### config.mk
export PLATFORM = sky130hd
export DESIGN_NAME = cpu_writeback_stage
export DESIGN_NICKNAME = d
export VERILOG_FILES = /design/src/rtl/cpu_writeback_stage.sv
export SDC_FILE = /design/constraint.sdc
export NUM_CORES = 1
export LEC_CHECK = 0
export ABC_AREA = 1
export BUFFER_PORTS_ARGS = -buffer_cell sky130_fd_sc_hd__buf_2
export CAP_MARGIN = 0
export CORE_UTILIZATION = 45
export DETAILED_ROUTE_END_ITERATION = 8
export GPL_TIMING_DRIVEN = 0
export PLACE_DENSITY = 0.73
export SETUP_SLACK_MARGIN = 0.2
export SYNTH_ARGS = -nofsm -noshare
export SYNTH_HDL_FRONTEND = slang
export SYNTH_SLANG_ARGS = --single-unit
export TNS_END_PERCENT = 30
### constraint.sdc
create_clock -name i_clock -period 4 [get_ports i_clock]
set_input_delay 0 -clock i_clock [delete_from_list [all_inputs] [get_ports i_clock]]
set_output_delay 0 -clock i_clock [all_outputs]
set_load 0.02 [all_outputs]
### src/rtl/cpu_writeback_stage.sv
`default_nettype none
// =============================================================================
// cpu_writeback_stage : load/store bus access and register write-back packets
// Revision 1.0 - initial release
// =============================================================================
module cpu_writeback_stage (
  input  logic        i_clock,
  input  logic        i_reset,
  input  logic [75:0] i_execute_data,
  output logic        o_busy,
  output logic        o_bus_request,
  output logic        o_bus_rw,
  output logic [31:0] o_bus_address,
  output logic [31:0] o_bus_wdata,
  output logic [3:0]  o_bus_wmask,
  input  logic        i_bus_ready,
  input  logic [31:0] i_bus_rdata,
  output logic [38:0] o_memory_data,
  output logic        o_fault
);

  typedef enum logic [0:0] {
    S_IDLE = 1'b0,
    S_BUS  = 1'b1
  } state_t;

  state_t      r_state;
  state_t      w_state_next;

  logic        r_last_strobe;
  logic        r_fault;
  logic        r_rw;
  logic [31:0] r_address;
  logic [31:0] r_wdata;
  logic [3:0]  r_wmask;
  logic [5:0]  r_rd;
  logic [2:0]  r_funct3;
  logic [1:0]  r_lane;
  logic [38:0] r_mem_data;

  logic        w_strobe;
  logic [5:0]  w_rd;
  logic [31:0] w_result;
  logic [31:0] w_store_src;
  logic [2:0]  w_funct3;
  logic        w_mem_read;
  logic        w_mem_write;

  assign w_strobe    = i_execute_data[75];
  assign w_rd        = i_execute_data[74:69];
  assign w_result    = i_execute_data[68:37];
  assign w_store_src = i_execute_data[36:5];
  assign w_funct3    = i_execute_data[4:2];
  assign w_mem_read  = i_execute_data[1];
  assign w_mem_write = i_execute_data[0];

  logic w_accept;
  logic w_is_mem;
  logic w_legal;
  logic w_fault_op;
  logic w_start;

  assign w_accept = (r_state == S_IDLE) && (w_strobe != r_last_strobe);
  assign w_is_mem = w_mem_read | w_mem_write;

  // Width/alignment legality; loads additionally allow the unsigned variants.
  always_comb begin
    w_legal = 1'b0;
    case (w_funct3)
      3'b000:  w_legal = 1'b1;
      3'b001:  w_legal = ~w_result[0];
      3'b010:  w_legal = (w_result[1:0] == 2'b00);
      3'b100:  w_legal = w_mem_read;
      3'b101:  w_legal = w_mem_read & ~w_result[0];
      default: w_legal = 1'b0;
    endcase
  end

  assign w_fault_op = w_is_mem && ((w_mem_read & w_mem_write) || !w_legal);
  assign w_start    = w_accept && w_is_mem && !w_fault_op;

  logic [31:0] w_store_data;
  logic [3:0]  w_store_mask;

  always_comb begin
    w_store_data = w_store_src;
    w_store_mask = 4'b1111;
    case (w_funct3)
      3'b000: begin
        w_store_data = {4{w_store_src[7:0]}};
        w_store_mask = 4'b0001 << w_result[1:0];
      end
      3'b001: begin
        w_store_data = {2{w_store_src[15:0]}};
        w_store_mask = w_result[1] ? 4'b1100 : 4'b0011;
      end
      default: begin
        w_store_data = w_store_src;
        w_store_mask = 4'b1111;
      end
    endcase
  end

  logic [7:0]  w_byte;
  logic [15:0] w_half;
  logic [31:0] w_load_ext;

  always_comb begin
    w_byte = i_bus_rdata[7:0];
    case (r_lane)
      2'd0:    w_byte = i_bus_rdata[7:0];
      2'd1:    w_byte = i_bus_rdata[15:8];
      2'd2:    w_byte = i_bus_rdata[23:16];
      default: w_byte = i_bus_rdata[31:24];
    endcase
    w_half = r_lane[1] ? i_bus_rdata[31:16] : i_bus_rdata[15:0];
    w_load_ext = i_bus_rdata;
    case (r_funct3)
      3'b000:  w_load_ext = {{24{w_byte[7]}}, w_byte};
      3'b001:  w_load_ext = {{16{w_half[15]}}, w_half};
      3'b100:  w_load_ext = {24'd0, w_byte};
      3'b101:  w_load_ext = {16'd0, w_half};
      default: w_load_ext = i_bus_rdata;
    endcase
  end

  always_ff @(posedge i_clock or posedge i_reset) begin
    if (i_reset) r_state <= S_IDLE;
    else         r_state <= w_state_next;
  end

  always_comb begin
    w_state_next = r_state;
    case (r_state)
      S_IDLE:  if (w_start) w_state_next = S_BUS;
      S_BUS:   if (i_bus_ready) w_state_next = S_IDLE;
      default: w_state_next = S_IDLE;
    endcase
  end

  always_ff @(posedge i_clock or posedge i_reset) begin
    if (i_reset) begin
      r_last_strobe <= 1'b0;
      r_fault       <= 1'b0;
      r_rw          <= 1'b0;
      r_address     <= 32'd0;
      r_wdata       <= 32'd0;
      r_wmask       <= 4'd0;
      r_rd          <= 6'd0;
      r_funct3      <= 3'd0;
      r_lane        <= 2'd0;
      r_mem_data    <= 39'd0;
    end else begin
      r_fault <= 1'b0;
      if (w_accept) begin
        r_last_strobe <= w_strobe;
        if (!w_is_mem) begin
          if (w_rd != 6'd0) r_mem_data <= {~r_mem_data[38], w_rd, w_result};
        end else if (w_fault_op) begin
          r_fault <= 1'b1;
        end else begin
          r_rw      <= w_mem_write;
          r_address <= {w_result[31:2], 2'b00};
          r_wdata   <= w_mem_write ? w_store_data : 32'd0;
          r_wmask   <= w_mem_write ? w_store_mask : 4'd0;
          r_rd      <= w_rd;
          r_funct3  <= w_funct3;
          r_lane    <= w_result[1:0];
        end
      end
      // Bus fields stay frozen after completion; only the write-back changes.
      if ((r_state == S_BUS) && i_bus_ready && !r_rw && (r_rd != 6'd0)) begin
        r_mem_data <= {~r_mem_data[38], r_rd, w_load_ext};
      end
    end
  end

  assign o_busy        = (r_state == S_BUS);
  assign o_bus_request = (r_state == S_BUS);
  assign o_bus_rw      = r_rw;
  assign o_bus_address = r_address;
  assign o_bus_wdata   = r_wdata;
  assign o_bus_wmask   = r_wmask;
  assign o_memory_data = r_mem_data;
  assign o_fault       = r_fault;

endmodule
`default_nettype wire

# [After elaboration in Yosys (flattened, before gate mapping)]
# Index checks and enable logic that the tools add are counted.
[word_totals] ff_bits=120 input_bits=111
[op_classes] eq_ne=11 n_shift=1 mux=19 n_bitwise=7 reduce_logical=21
[op_table] cell="39-bit two-way mux" n=4
[op_table] cell="32-bit one-hot mux with 4 select lines" n=1
[op_table] cell="32-bit one-hot mux with 2 select lines" n=1
[op_table] cell="32-bit two-way mux" n=1
[op_table] cell="8-bit one-hot mux with 3 select lines" n=1
[op_table] cell="16-bit two-way mux" n=1
[op_table] cell="3-bit equality test, second input constant" n=4
[op_table] cell="6-bit nonzero test" n=2
[op_table] cell="4-bit two-way mux" n=2
[op_table] cell="4-bit one-hot mux with 2 select lines" n=1
[op_table] cell="1-bit logical AND" n=7
[op_table] cell="3-bit by 1-bit equality test with 1-bit output, second input constant" n=2
[op_table] cell="3-bit logical NOT" n=2
[op_table] cell="3-bit AND reduction" n=2
[op_table] cell="1-bit two-way mux" n=5
[op_table] cell="1-bit one-hot mux with 5 select lines" n=1
[op_table] cell="2-bit logical NOT" n=2
[op_table] cell="1-bit inverter" n=4
[op_table] cell="2-bit nonzero test" n=2
[op_table] cell="1-bit by 2-bit left shift with 4-bit output, first input constant" n=1
[op_table] cell="3-bit by 2-bit equality test with 1-bit output, second input constant" n=1
[op_table] cell="1-bit logical NOT" n=3
[op_table] cell="1-bit AND" n=2
[op_table] cell="2-bit by 1-bit equality test with 1-bit output, second input constant" n=1
[op_table] cell="6 further kinds" n=6

# [Depth between registers and ports, before layout]
[logic_depth] depth_word=10 mapped_depth=12 depth_no_buf=10

# [Least setup slack after synthesis]
# No wires, ideal clock.
[synth_path] path_type="register to register" startpoint="register r_state, in the netlist o_bus_request" endpoint="register r_mem_data[16], in the netlist o_memory_data[16]" setup_ps=117 arrival_ps=1431 required_time_ps=3883 path_slack_ps=2453 stages_incl_launch_ff=10 path_cell_list="dfrtp_1 > inv_1 > nand2_1 > nor2_1 > nand3_2 > nand2_2 > inv_2 > buf_2 > nand2_1 > nand2_1"
[synth_via] elab_chain_cells=5 elab_cells_between_ends=10 cone_classes="eq/ne (1); mux (1); bitwise (1); reduce/logical (7)"
[synth_lines] item="start: declaration" line_no="27" source="state_t r_state;"
[synth_lines] item="start signal: assignment" line_no="129" source="else r_state <= w_state_next;"
[synth_lines] item="1-bit logical AND (3 in series)" line_no="172" source="if ((r_state == S_BUS) && i_bus_ready && !r_rw && (r_rd != 6'd0)) begin"
[synth_lines] item="2-bit by 1-bit inequality test with 1-bit output (no source line) or 2-bit nonzero test (tied branches)"
[synth_lines] item="3-bit AND reduction (no source line)"
[synth_lines] item="end signal: assignment" line_no="158" source="if (w_rd != 6'd0) r_mem_data <= {~r_mem_data[38], w_rd, w_result};"
[synth_lines] item="end signal: assignment" line_no="173" source="r_mem_data <= {~r_mem_data[38], r_rd, w_load_ext};"
[synth_lines] item="end: declaration" line_no="39" source="logic [38:0] r_mem_data;"
# Parallel ways exist; a longest one is shown, timed or not.
# A chain may end at the register's enable or synchronous reset.

# [Worst setup path after layout]
[layout_path] startpoint="input port i_execute_data[3]" endpoint="register r_wdata[12], in the netlist o_bus_wdata[12]"
[layout_via] elab_chain_cells=7 elab_cells_between_ends=13 cone_classes="eq/ne (4); mux (3); bitwise (1); reduce/logical (5)"
[layout_lines] item="start: declaration" line_no="9" source="input logic [75:0] i_execute_data,"
[layout_lines] item="3-bit equality test (tied with other cells)" line_no="69" source="case (w_funct3)"
[layout_lines] item="1-bit one-hot mux with 5 select lines" line_no="69"
[layout_lines] item="1-bit logical NOT" line_no="79" source="assign w_fault_op = w_is_mem && ((w_mem_read & w_mem_write) || !w_legal);"
[layout_lines] item="1-bit logical OR" line_no="79"
[layout_lines] item="1-bit logical AND" line_no="79"
[layout_lines] item="1-bit inverter (no source line)"
[layout_lines] item="3-bit AND reduction (no source line)"
[layout_lines] item="end signal: assignment" line_no="164" source="r_wdata <= w_mem_write ? w_store_data : 32'd0;"
[layout_lines] item="end: declaration" line_no="34" source="logic [31:0] r_wdata;"
# Parallel ways exist; a longest one is shown, timed or not.

==> flow_metrics.py <==
metrics = {
    "floorplanning": {
        "start_util": 0.465,
        "die_x_um": 119,
        "rows": 42,
        "dieArea_um2": 14300,
        "top_level_ports": 222,
        "core_region_area_um2": 13300,
        "dieHeight_um": 119,
    },
    "timing": {
        "relSlewSlack": 0.597,
        "skew_ns": 0.00877,
        "worstMarginPinSlew_ns": 0.604,
        "period_minus_slack_ns": 1.95,
        "setup_tns_ns": 0,
        "fin_crit_sh": 0.488,
        "fmax_ghz": 0.512,
        "hold_violations": 0,
        "fin_ws_ns": 2.05,
        "setup_viol": 0,
        "grt_setup_unrepaired": "false",
        "drv_slew": 0,
    },
    "cts": {
        "cts_buffers": 17,
        "cts_resized": 0,
        "htree_levels": 4,
        "holdBufCountCts": 107,
        "clkLatencyLatePin_ns": 0.42,
        "clk_pin_slew_ns": 0.05,
        "post_cts_buffers": 0,
        "cts-root-buf": "clkbuf_16",
        "clock-sinks": 120,
        "clk_path_buf_depth": 2,
        "cts_tree": "done",
    },
    "worst_setup_path": {
        "startpoint_type": "input port",
        "worstSetupPathType": "in2reg",
        "rr_worst_depth": 9,
        "worstReg2RegEnd": "o_memory_data[24]",
        "critPathRequiredTime_ns": 4.34,
        "critPathCaptureType": "flip-flop",
        "reg2reg_slack_ns": 2.16,
        "path_max_fanout": 10,
        "r2r_start": "o_bus_request",
        "critical_path_arrival_ns": 2.30,
    },
    "synthesis": {
        "synth_top_area_cell": "dfrtp_1",
        "yosysUniqueCellTypes": 29,
        "synth_top_area_share": 0.484,
        "yosysSeqAreaShare": 0.484,
        "synth-warning-count": 0,
        "synth_area_leaders": "dfrtp_1, nand2_1, a21oi_1",
        "ys_ff_latch": 120,
        "syn_inst": 811,
        "avgSynthCellArea_um2": 7.65,
        "netlist_area_um2": 6210,
    },
    "grt": {
        "grt_pass1_vias": 6874,
        "grt_overflow": 0,
        "grt_pass1_wl_mm": 34.2,
        "antenna_found_initial": 0,
        "grt_max_degree": 80,
        "track_usage": 0.312,
    },
    "drt": {
        "drc_errors": 0,
        "first_iter_violations": 577,
        "routed_wl_mm": 21.3,
        "firstDrtPassIters": 5,
        "vias": 6837,
        "vias_per_cell": 5.09,
        "drt-wirelength-per-cell_um": 15.8,
        "ant_nets": 0,
    },
    "power": {
        "comb_power_share": 0.476,
        "swShare": 0.437,
        "pwr-share-seq": 0.317,
        "power_w": 0.00684,
        "ir_drop_mv": 0.421,
        "intPower_w": 0.00385,
        "power.switching_w": 0.00299,
        "p_clk_frac": 0.207,
        "cellPowerDensity_nw_per_um2": 747,
        "power_leakage_nw": 4.89,
    },
    "min_path": {
        "worstHoldStart": "i_bus_rdata[10]",
        "min_to": "o_memory_data[10]",
        "holdPathStages": 5,
        "min_path_type": "in2reg",
    },
    "final_layout": {
        "layout_commonest_cell": "nand2_1",
        "antenna_cells": 0,
        "fin_util": 0.686,
        "final_layout_size_suffix_gt1_frac": 0.264,
        "nets": 1267,
        "layout_common_cells": "nand2_1, buf_2, dfrtp_1, dlygate4sd3_1, inv_1",
        "area_growth_pct": 47.5,
    },
    "placement": {
        "pre_cts_slack_ns": 2.19,
        "gp_congestion": 0.917,
        "port_buffers": 217,
        "hpwl_mm": 14.3,
    },
    "run_status": {
        "status": "complete, no violations",
    },
    "flow_run": {
        "maxCapViolCount": 0,
    },
}
## per-layer routing
layer | track usage | vias to the layer above | wire, µm
li1 | - | 3283 | -
met1 | 0.384 | 3191 | 8730
met2 | 0.533 | 306 | 10500
met3 | 0.0560 | 57 | 1400
met4 | 0.136 | 0 | 629
met5 | 0 | - | 0
## synth_stat cells, drive strengths merged
| cell | count |
|---|---|
| clkinv | 1 |
| nand3 | 23 |
| nand2 | 333 |
| xor2 | 1 |
| nand4 | 1 |
| a21boi | 3 |
| o21ai | 104 |
| dfrtp | 120 |
| inv | 56 |
| clkbuf | 20 |
| a22oi | 1 |
| a21oi | 46 |
| buf | 31 |
| nand3b | 1 |
| o211ai | 22 |
| nor2 | 45 |
| a211oi | 1 |
| conb | 1 |
| nor3 | 1 |
## critical path, stage by stage
cell and delay [ns]:
dlygate4sd3_1 0.55, buf_2 0.15, nor2_1 0.25, clkbuf_1 0.47, o211ai_1 0.15, dlygate4sd3_1 0.59, o21ai_1 0.12
## power by group through the flow
| stage | Sequential, W | Clock (W) | Combinational, W |
|---|---|---|---|
| floorplan | 0.00281 | 0 | 0.00142 |
| global placement | 0.00215 | 0 | 0.00307 |
| detailed placement | 0.00216 | 0 | 0.00313 |
| CTS | 0.00215 | 0.00142 | 0.00323 |
| global route | 0.00223 | 0.00148 | 0.00357 |
| finish | 0.00217 | 0.00142 | 0.00326 |
## flip-flops by register name (all words and copies together) (netlist names), 2 cells and up
signal	flops
o_bus_address	30
o_bus_wmask	4
r_rd	6
o_bus_wdata	32
o_memory_data	39
r_funct3	3
r_lane	2
## area by class of cell
cell class	instances	area, µm²
fill	1130	4190
tap	176	220
timing repair buffer	325	2180
sequential	120	3000
clock inverter	3	40.0
clock buffer	28	497
multi-input combinational	584	2640
buffer	51	348
inverter	57	225
## worst max path at each step
| stage | start | cells after the start | endpoint |
|---|---|---|---|
| after floorplan | i_reset | 1 | o_bus_address[10] |
| after global placement | i_reset | 2 | o_bus_address[8] |
| after detailed placement | o_bus_request | 7 | o_memory_data[10] |
| after CTS | o_bus_request | 9 | o_memory_data[24] |
| after global routing | o_bus_request | 8 | o_memory_data[15] |
| final | i_execute_data[3] | 7 | o_bus_wdata[12] |
## per-stage QoR
stage | cell area (µm²) | hold slack (ns) | cells
2_1_floorplan | 6210 | 0.110 | 812
3_5_place_dp | 7550 | 0.0348 | 1206
6_report | 9160 | 0.0173 | 1344
5_1_grt | 9160 | 0.0596 | 1344
4_1_cts | 9160 | 0.00593 | 1344
3_3_place_gp | 7520 | 0.215 | 1205
## logic make-up (layout without fill, tap and decap cells)
group,Yosys count,after routing,synth area share
AND/OR/NAND/NOR,404,404,0.255
AO/OA/AOI/OAI,177,177,0.168
XOR/XNOR,1,1,0.00141
other,1,2,0.000604
buffers and inverters,108,464,0.0915
flip-flops,120,120,0.484
No activity file was read; power rests on OpenSTA's default activity.
